===== config.mk =====
export PLATFORM = sky130hd
export DESIGN_NAME = if_else_stmt_gen
export DESIGN_NICKNAME = d
export VERILOG_FILES = /design/src/rtl/if_else_stmt_gen_pkg.sv /design/src/rtl/if_else_stmt_gen_bin2dec_serial.sv /design/src/rtl/if_else_stmt_gen.sv
export SDC_FILE = /design/constraint.sdc
export NUM_CORES = 1
export LEC_CHECK = 0
export BUFFER_PORTS_ARGS = -buffer_cell sky130_fd_sc_hd__buf_4
export CAP_MARGIN = 30
export CORE_ASPECT_RATIO = 2
export CORE_MARGIN = 2
export CORE_UTILIZATION = 56
export DETAILED_ROUTE_END_ITERATION = 10
export PLACE_DENSITY = 0.8
export SLEW_MARGIN = 0
export SYNTH_ARGS = -nofsm -noshare
export SYNTH_HDL_FRONTEND = slang
export SYNTH_SLANG_ARGS = --single-unit

===== constraint.sdc =====
create_clock -name clk -period 13.58 [get_ports clk]
set_input_delay 2.716 -clock clk [delete_from_list [all_inputs] [get_ports clk]]
set_output_delay 2.716 -clock clk [all_outputs]
set_load 0.01 [all_outputs]

===== src/rtl/if_else_stmt_gen_pkg.sv =====
`default_nettype none
// ============================================================================
// Module   : if_else_defs (package)
// Purpose  : Shared operator/error/state codes and segment text for the
//            if/else statement generator and its companion parser.
// Revision : 1.0 - initial release
// ============================================================================
package if_else_defs;

    localparam int c_MAX_VAR_LEN  = 16;
    localparam int c_CHAR_W       = 7;
    localparam int c_NUM_W        = 32;
    localparam int c_BCD_DIGITS   = 10;

    localparam logic [2:0] c_OP_GT = 3'd0;
    localparam logic [2:0] c_OP_LT = 3'd1;
    localparam logic [2:0] c_OP_GE = 3'd2;
    localparam logic [2:0] c_OP_LE = 3'd3;
    localparam logic [2:0] c_OP_EQ = 3'd4;
    localparam logic [2:0] c_OP_NE = 3'd5;

    localparam logic [3:0] c_ERR_NONE = 4'd0;
    localparam logic [3:0] c_ERR_LEN  = 4'd1;
    localparam logic [3:0] c_ERR_OP   = 4'd2;

    localparam logic [2:0] c_ST_IDLE  = 3'd0;
    localparam logic [2:0] c_ST_CHECK = 3'd1;
    localparam logic [2:0] c_ST_EMIT  = 3'd2;
    localparam logic [2:0] c_ST_CONV  = 3'd3;
    localparam logic [2:0] c_ST_FIN   = 3'd4;

    localparam logic [3:0] c_SEG_IF       = 4'd0;
    localparam logic [3:0] c_SEG_COND_VAR = 4'd1;
    localparam logic [3:0] c_SEG_OP       = 4'd2;
    localparam logic [3:0] c_SEG_COND_VAL = 4'd3;
    localparam logic [3:0] c_SEG_BEGIN_T  = 4'd4;
    localparam logic [3:0] c_SEG_ASG_T    = 4'd5;
    localparam logic [3:0] c_SEG_LE_T     = 4'd6;
    localparam logic [3:0] c_SEG_THEN_VAL = 4'd7;
    localparam logic [3:0] c_SEG_END_T    = 4'd8;
    localparam logic [3:0] c_SEG_ELSE     = 4'd9;
    localparam logic [3:0] c_SEG_BEGIN_E  = 4'd10;
    localparam logic [3:0] c_SEG_ASG_E    = 4'd11;
    localparam logic [3:0] c_SEG_LE_E     = 4'd12;
    localparam logic [3:0] c_SEG_ELSE_VAL = 4'd13;
    localparam logic [3:0] c_SEG_END_E    = 4'd14;

    // Up to six characters, right-justified: first character in the highest used byte.
    typedef logic [47:0] str6_t;

    typedef struct packed {
        logic [3:0]  cond_len;
        logic [2:0]  cond_op;
        logic [31:0] cond_val;
        logic [3:0]  asg_len;
        logic [31:0] then_val;
        logic [31:0] else_val;
    } stmt_req_t;

    function automatic str6_t seg_str(input logic [3:0] seg);
        str6_t s;
        case (seg)
            c_SEG_IF:                 s = str6_t'("if(");
            c_SEG_BEGIN_T:            s = str6_t'(")begin");
            c_SEG_LE_T, c_SEG_LE_E:   s = str6_t'("<=");
            c_SEG_END_T, c_SEG_END_E: s = str6_t'(";end");
            c_SEG_ELSE:               s = str6_t'("else");
            c_SEG_BEGIN_E:            s = str6_t'("begin");
            default:                  s = '0;
        endcase
        return s;
    endfunction

    function automatic logic [3:0] seg_len(input logic [3:0] seg);
        logic [3:0] n;
        case (seg)
            c_SEG_IF:                 n = 4'd3;
            c_SEG_BEGIN_T:            n = 4'd6;
            c_SEG_LE_T, c_SEG_LE_E:   n = 4'd2;
            c_SEG_END_T, c_SEG_END_E: n = 4'd4;
            c_SEG_ELSE:               n = 4'd4;
            c_SEG_BEGIN_E:            n = 4'd5;
            default:                  n = 4'd0;
        endcase
        return n;
    endfunction

    function automatic str6_t op_str(input logic [2:0] op);
        str6_t s;
        case (op)
            c_OP_GT: s = str6_t'(">");
            c_OP_LT: s = str6_t'("<");
            c_OP_GE: s = str6_t'(">=");
            c_OP_LE: s = str6_t'("<=");
            c_OP_EQ: s = str6_t'("==");
            c_OP_NE: s = str6_t'("!=");
            default: s = '0;
        endcase
        return s;
    endfunction

    function automatic logic [3:0] op_len(input logic [2:0] op);
        return (op == c_OP_GT || op == c_OP_LT) ? 4'd1 : 4'd2;
    endfunction

    function automatic logic [c_CHAR_W-1:0] str_char(input str6_t s, input logic [3:0] len,
                                                     input logic [3:0] idx);
        logic [3:0] pos;
        pos = len - 4'd1 - idx;
        return s[{pos, 3'b000} +: c_CHAR_W];
    endfunction

endpackage
`default_nettype wire


===== src/rtl/if_else_stmt_gen_bin2dec_serial.sv =====
`default_nettype none
// ============================================================================
// Module   : bin2dec_serial
// Purpose  : 32-bit magnitude to 10-digit BCD, one double-dabble shift per cycle.
// Revision : 1.0 - initial release
// ============================================================================
module bin2dec_serial
    import if_else_defs::*;
(
    input  logic                      clk,
    input  logic                      rst,      // active low, synchronous
    input  logic                      i_start,
    input  logic [c_NUM_W-1:0]        i_bin,
    output logic                      o_busy,
    output logic                      o_done,
    output logic [4*c_BCD_DIGITS-1:0] o_bcd
);

    logic [c_NUM_W-1:0]        r_bin;
    logic [4*c_BCD_DIGITS-1:0] r_bcd;
    logic [4:0]                r_cnt;
    logic                      r_busy;
    logic [4*c_BCD_DIGITS-1:0] w_adj;

    generate
        for (genvar g = 0; g < c_BCD_DIGITS; g++) begin : g_adj
            assign w_adj[4*g +: 4] = (r_bcd[4*g +: 4] >= 4'd5) ? r_bcd[4*g +: 4] + 4'd3
                                                                : r_bcd[4*g +: 4];
        end
    endgenerate

    always_ff @(posedge clk) begin
        if (!rst) begin
            r_bin  <= '0;
            r_bcd  <= '0;
            r_cnt  <= '0;
            r_busy <= 1'b0;
        end else if (i_start && !r_busy) begin
            r_bin  <= i_bin;
            r_bcd  <= '0;
            r_cnt  <= '0;
            r_busy <= 1'b1;
        end else if (r_busy) begin
            r_bcd  <= {w_adj[4*c_BCD_DIGITS-2:0], r_bin[c_NUM_W-1]};
            r_bin  <= {r_bin[c_NUM_W-2:0], 1'b0};
            r_cnt  <= r_cnt + 5'd1;
            if (r_cnt == 5'd31) begin
                r_busy <= 1'b0;
            end
        end
    end

    // Done marks the cycle of the final shift; o_bcd is complete the cycle after.
    assign o_done = r_busy && (r_cnt == 5'd31);
    assign o_busy = r_busy;
    assign o_bcd  = r_bcd;

endmodule
`default_nettype wire


===== src/rtl/if_else_stmt_gen.sv =====
`default_nettype none
// ============================================================================
// Module   : if_else_stmt_gen
// Purpose  : Serialises one Verilog if/else statement as an ASCII stream.
// Revision : 1.0 - initial release
// ============================================================================
module if_else_stmt_gen
    import if_else_defs::*;
#(
    parameter int MAX_VAR_LEN = c_MAX_VAR_LEN,
    parameter int CHAR_W      = c_CHAR_W
)(
    input  logic                          clk,
    input  logic                          rst,
    input  logic                          start,
    input  logic [MAX_VAR_LEN*CHAR_W-1:0] cond_var,
    input  logic [3:0]                    cond_var_length,
    input  logic [2:0]                    cond_op,
    input  logic signed [31:0]            cond_val,
    input  logic [MAX_VAR_LEN*CHAR_W-1:0] asg_var,
    input  logic [3:0]                    asg_var_length,
    input  logic signed [31:0]            then_val,
    input  logic signed [31:0]            else_val,
    output logic [CHAR_W-1:0]             ascii_char,
    output logic                          char_valid,
    input  logic                          char_ready,
    output logic                          busy,
    output logic                          done,
    output logic                          error_flag,
    output logic [3:0]                    error_code
);

    logic [2:0]                    r_state;
    logic [3:0]                    r_seg;
    logic [3:0]                    r_idx;
    logic                          r_neg;
    logic                          r_err_flag;
    logic [3:0]                    r_err_code;
    stmt_req_t                     r_req;
    logic [MAX_VAR_LEN*CHAR_W-1:0] r_cond_var;
    logic [MAX_VAR_LEN*CHAR_W-1:0] r_asg_var;

    logic [31:0]                   w_num_val;
    logic [31:0]                   w_num_mag;
    logic                          w_b2d_start;
    logic                          w_b2d_busy;
    logic                          w_b2d_done;
    logic [4*c_BCD_DIGITS-1:0]     w_bcd;
    logic [3:0]                    w_msd;
    logic [3:0]                    w_num_len;
    logic [3:0]                    w_off;
    logic [3:0]                    w_pos;
    logic [3:0]                    w_digit;
    logic [c_CHAR_W-1:0]           w_num_char;
    logic [MAX_VAR_LEN*CHAR_W-1:0] w_var;
    logic [3:0]                    w_seg_len;
    logic [CHAR_W-1:0]             w_char;
    logic                          w_last;
    logic [3:0]                    w_next_seg;
    logic                          w_next_is_num;

    always_comb begin
        case (r_seg)
            c_SEG_COND_VAL: w_num_val = r_req.cond_val;
            c_SEG_THEN_VAL: w_num_val = r_req.then_val;
            default:        w_num_val = r_req.else_val;
        endcase
    end

    // Two's-complement negate also yields 2^31 correctly for the most negative value.
    assign w_num_mag   = w_num_val[31] ? (~w_num_val + 32'd1) : w_num_val;
    assign w_b2d_start = (r_state == c_ST_CONV) && !w_b2d_busy;

    bin2dec_serial u_bin2dec (
        .clk     (clk),
        .rst     (rst),
        .i_start (w_b2d_start),
        .i_bin   (w_num_mag),
        .o_busy  (w_b2d_busy),
        .o_done  (w_b2d_done),
        .o_bcd   (w_bcd)
    );

    always_comb begin
        w_msd = 4'd0;
        for (int i = 0; i < c_BCD_DIGITS; i++) begin
            if (w_bcd[4*i +: 4] != 4'd0) begin
                w_msd = 4'(i);
            end
        end
    end

    assign w_num_len  = {3'b000, r_neg} + w_msd + 4'd1;
    assign w_off      = r_idx - {3'b000, r_neg};
    assign w_pos      = w_msd - w_off;
    assign w_digit    = w_bcd[{w_pos, 2'b00} +: 4];
    assign w_num_char = (r_neg && (r_idx == 4'd0)) ? 7'h2D : (7'h30 + {3'b000, w_digit});

    assign w_var = (r_seg == c_SEG_COND_VAR) ? r_cond_var : r_asg_var;

    always_comb begin
        w_seg_len = seg_len(r_seg);
        w_char    = CHAR_W'(str_char(seg_str(r_seg), seg_len(r_seg), r_idx));
        case (r_seg)
            c_SEG_COND_VAR: begin
                w_seg_len = r_req.cond_len;
                w_char    = w_var[r_idx*CHAR_W +: CHAR_W];
            end
            c_SEG_ASG_T, c_SEG_ASG_E: begin
                w_seg_len = r_req.asg_len;
                w_char    = w_var[r_idx*CHAR_W +: CHAR_W];
            end
            c_SEG_OP: begin
                w_seg_len = op_len(r_req.cond_op);
                w_char    = CHAR_W'(str_char(op_str(r_req.cond_op), op_len(r_req.cond_op), r_idx));
            end
            c_SEG_COND_VAL, c_SEG_THEN_VAL, c_SEG_ELSE_VAL: begin
                w_seg_len = w_num_len;
                w_char    = CHAR_W'(w_num_char);
            end
            default: ;
        endcase
    end

    assign w_last        = (r_idx == w_seg_len - 4'd1);
    assign w_next_seg    = r_seg + 4'd1;
    assign w_next_is_num = (w_next_seg == c_SEG_COND_VAL) || (w_next_seg == c_SEG_THEN_VAL) ||
                           (w_next_seg == c_SEG_ELSE_VAL);

    always_ff @(posedge clk) begin
        if (!rst) begin
            r_state    <= c_ST_IDLE;
            r_seg      <= c_SEG_IF;
            r_idx      <= 4'd0;
            r_neg      <= 1'b0;
            r_err_flag <= 1'b0;
            r_err_code <= c_ERR_NONE;
        end else begin
            case (r_state)
                c_ST_IDLE: begin
                    if (start) begin
                        r_state    <= c_ST_CHECK;
                        r_err_flag <= 1'b0;
                        r_err_code <= c_ERR_NONE;
                    end
                end
                c_ST_CHECK: begin
                    if ((r_req.cond_len == 4'd0) || (r_req.asg_len == 4'd0)) begin
                        r_state    <= c_ST_IDLE;
                        r_err_flag <= 1'b1;
                        r_err_code <= c_ERR_LEN;
                    end else if (r_req.cond_op > c_OP_NE) begin
                        r_state    <= c_ST_IDLE;
                        r_err_flag <= 1'b1;
                        r_err_code <= c_ERR_OP;
                    end else begin
                        r_state <= c_ST_EMIT;
                        r_seg   <= c_SEG_IF;
                        r_idx   <= 4'd0;
                    end
                end
                c_ST_EMIT: begin
                    if (char_ready) begin
                        if (!w_last) begin
                            r_idx <= r_idx + 4'd1;
                        end else if (r_seg == c_SEG_END_E) begin
                            r_state <= c_ST_FIN;
                        end else begin
                            r_seg <= w_next_seg;
                            r_idx <= 4'd0;
                            if (w_next_is_num) begin
                                r_state <= c_ST_CONV;
                            end
                        end
                    end
                end
                c_ST_CONV: begin
                    if (w_b2d_start) begin
                        r_neg <= w_num_val[31];
                    end
                    if (w_b2d_done) begin
                        r_state <= c_ST_EMIT;
                    end
                end
                c_ST_FIN: r_state <= c_ST_IDLE;
                default:  r_state <= c_ST_IDLE;
            endcase
        end
    end

    // Request snapshot: later input changes cannot disturb a statement in flight.
    always_ff @(posedge clk) begin
        if ((r_state == c_ST_IDLE) && start) begin
            r_req.cond_len <= cond_var_length;
            r_req.cond_op  <= cond_op;
            r_req.cond_val <= cond_val;
            r_req.asg_len  <= asg_var_length;
            r_req.then_val <= then_val;
            r_req.else_val <= else_val;
            r_cond_var     <= cond_var;
            r_asg_var      <= asg_var;
        end
    end

    assign ascii_char = (r_state == c_ST_EMIT) ? w_char : '0;
    assign char_valid = (r_state == c_ST_EMIT);
    assign busy       = (r_state != c_ST_IDLE);
    assign done       = (r_state == c_ST_FIN);
    assign error_flag = r_err_flag;
    assign error_code = r_err_code;

endmodule
`default_nettype wire


==> results.md <==
* Outcome: finished clean
* Rows at 98
* Async S/R FF share, synth at 0%
* Share of layout cells above drive strength 1 at around 30%
* Drt initial violations at approximately 920
* Req. time, crit path at 10.86 ns
* Bufs on Longest Clock Path at 3
* 1st-pass router iterations at 5
* Worst Hold Class: flop to flop
* Routed WL per cell at 22.3 µm
* Ratio of final minimum period to clock period at a little under three fifths
* Ranking of synthesized cells by area: edfxtp_1, dfxtp_1, mux4_2, ha_1, mux2i_1
* DRT antenna net count at 0
* Post-cts sizing count at 0
* PortBufs at roughly 350
* Worst Tran Pin Value at between 1 and 1.5 ns
* Worst skew pair latency at roughly 0.56 ns
* Area growth, synth to finish at 21.2%
* Worst Path Max Fanout at 10
* Crit path DAT at slightly above 5 ns
* Root Driver: clkbuf_16
* CTS tree: done
* Postcts setup bufs at 0
* Cell count after synthesis at 1504
* Clock skew at around 0.038 ns
* Final Max Slew Viols at 0
* Max-Slew Margin vs Limit at 30.3%
* Pin count of the biggest net entering global routing at just over 90
* Cell taking the most area after synthesis: edfxtp_1
* DRC errors left at 0
* Number of synthesized flops with an enable pin at approximately 330
* Final Hold Fails at 0
* GR peak layer: met2
* R2R depth at 25
* Final GP Congestion at about 0.92
* Inserted Clock Buffers at 39
* Vias in the first global route at ~14000
* Final net count at 2221
* Total die area at approximately 0.038 mm²
* Type of the worst setup path: flop to primary output
* Avg Inst Size Synth at 13.4 µm²
* Hold worst-path end: u_bin2dec.r_bin[22]
* Core area at 0.0357 mm²
* I/O pins at 350
* Area share of the largest cell type after synthesis at 49.2%
* Die H at 273 µm
* First-pass GRT wire length at between 70000 and 80000 µm
* Hold depth at 2
* RR Startpoint: u_bin2dec.o_bcd[21]
* Post-CTS Hold Buffers at 0
* Worst vdd ir at roughly 0.16 mV
* Hold path start: u_bin2dec.r_bin[22]
* Post-Route WL at 51600 µm
* Post-Place Cell Area at 0.0232 mm²
* Hpwl dp at roughly 37000 µm
* CTS sink cnt at ~440
* Top FF cell, synth: edfxtp_1
* Syn Std Cell Area at about 0.02 mm²
* Worst-path clk slew at around 0.060 ns
* Max-Cap Viols at 0
* H-Tree Depth at 2
* Leak pwr at slightly below 9 nW
* Met3 Use GR at about 5.4%
* Overall Global Routing Usage at approximately a quarter
* RSZ-0062 raised after global routing: false
* Maximum clock frequency at around 130 MHz
* Met1 Use GR at roughly 27%
* GRT Residual Overflow at 0
* Initial Utilization at a little under three fifths
* Synth warn at 0
* Setup TNS Final at 0 ns
* Power Density at between 150 and 200 mW/mm²
* GR Util met2 at between 50% and 60%
* Min cycle time layout at 7.75 ns
* Post-synthesis sequential area ratio at 60.2%
* Antenna violations before repair at 4
* Final Cell Area at 0.0245 mm²
* Synthesized flop and latch total at 442
* Vias at about 14000
* Final setup fails at 0
* Crit end category: primary output
* R2r setup slk at between 7 and 8 ns
* Critical path launch point type: flop
* Chip Width at about 140 µm
* Cell variety after synth at slightly below 80
* Routed vias/inst at between 5 and 6
[where the power goes]
part / switching [W] / internal (W) / leakage (nW)
logic: 0.000611 / 0.000475 / 4.25
registers: 0.000107 / 0.00181 / 4.04
clock network: 0.000495 / 0.000582 / 0.592
total: 0.00121 / 0.00286 / 8.89
[Yosys cell counts (11+ instances only)]
master,n
buf_1,16
xor2_1,34
nand2b_1,19
nand2_1,69
ha_1,52
nor3_1,24
mux2_2,33
xnor2_1,30
mux4_2,81
inv_1,39
nand3_1,27
a21oi_1,119
clkbuf_1,46
mux2i_1,61
nor2_1,158
a211oi_1,27
edfxtp_1,331
o21ai_0,56
and2_1,11
dfxtp_1,111
[stage by stage]
step	utilization, %	setup WS [ns]	total power (W)	hold slack [ns]	instances
6_report	68.6	5.83	0.00408	0.480	2314
5_1_grt	68.6	5.61	0.00425	0.517	2314
4_1_cts	68.5	5.81	0.00407	0.482	2310
3_5_place_dp	65.1	6.40	0.00301	0.467	2240
3_3_place_gp	64.9	6.53	0.00296	0.456	2238
2_1_floorplan	-	2.67	0.00276	0.444	1505
[critical path: stages (launching register included)]
cell      delay (ns)
dfxtp_1         0.36
inv_1           0.09
ha_1            0.22
or3b_4          0.42
nor4b_4         0.31
o21ai_0         0.14
a21oi_1         0.26
ha_1            0.32
fa_1            0.84
mux4_2          0.40
mux2_2          0.29
a221oi_1        0.30
nor2_1          0.09
o311a_1         0.32
buf_4           0.15
[cells in the final DEF, fill, tap and decap left out, types with 24 or more instances in the layout]
master / count
nor3_1: 24
nor2_1: 158
o21ai_0: 55
edfxtp_1: 331
nand3_1: 27
dfxtp_1: 108
buf_4: 361
a21oi_1: 119
nand2_1: 69
mux4_2: 81
inv_1: 39
mux2i_1: 61
xnor2_1: 30
ha_1: 52
xor2_1: 34
a211oi_1: 27
clkbuf_16: 40
mux2_2: 33
[registers in the layout (all words and copies together) (netlist names), named ones only]
signal            cells
r_neg                 1
u_bin2dec.r_bin      32
r_state               3
u_bin2dec.o_busy      1
error_code            2
r_asg_var           112
u_bin2dec.r_cnt       5
r_cond_var          112
error_flag            1
r_idx                 4
u_bin2dec.o_bcd      40
r_req               107
r_seg                 4
[metal layers]
layer	wire length, µm	vias up
met5	8	-
met3	3400	144
met2	28900	564
met4	2820	2
met1	16500	6677
li1	-	6338
[how the worst max path moves through the flow]
stage	start	endpoint	slack [ns]	cells past startpoint
after floorplan	start	r_asg_var[0]	2.67	1
after CTS	u_bin2dec.o_bcd[21]	ascii_char[3]	5.81	14
after global routing	u_bin2dec.o_bcd[21]	ascii_char[3]	5.61	14
final	u_bin2dec.o_bcd[21]	ascii_char[3]	5.83	14
after detailed placement	u_bin2dec.o_bcd[20]	ascii_char[3]	6.40	14
after global placement	u_bin2dec.o_bcd[20]	ascii_char[3]	6.53	14
[final cells by class]
| class | instances | area (µm²) |
|---|---|---|
| Clock buffer | 48 | 1030 |
| Timing Repair Buffer | 364 | 2790 |
| Sequential cell | 442 | 12200 |
| Clock inverter | 22 | 180 |
| Multi-Input combinational cell | 943 | 7560 |
| Inverter | 42 | 158 |
| Antenna cell | 3 | 7.51 |
| Tap cell | 450 | 563 |
| Fill cell | 2389 | 11200 |
[cells by family (layout without fill, tap and decap cells)]
group	count (synthesis)	count (layout)	share of synthesized area, %
mux	175	175	13.9
flops	442	442	60.2
buf+inv	120	476	2.42
fa+ha+maj	54	54	3.42
compound gates	278	278	8.49
simple gates	370	370	8.73
xor+xnor	64	64	2.78
other cells	1	5	0.0186
Note: power is estimated with default switching activity, not from simulation.
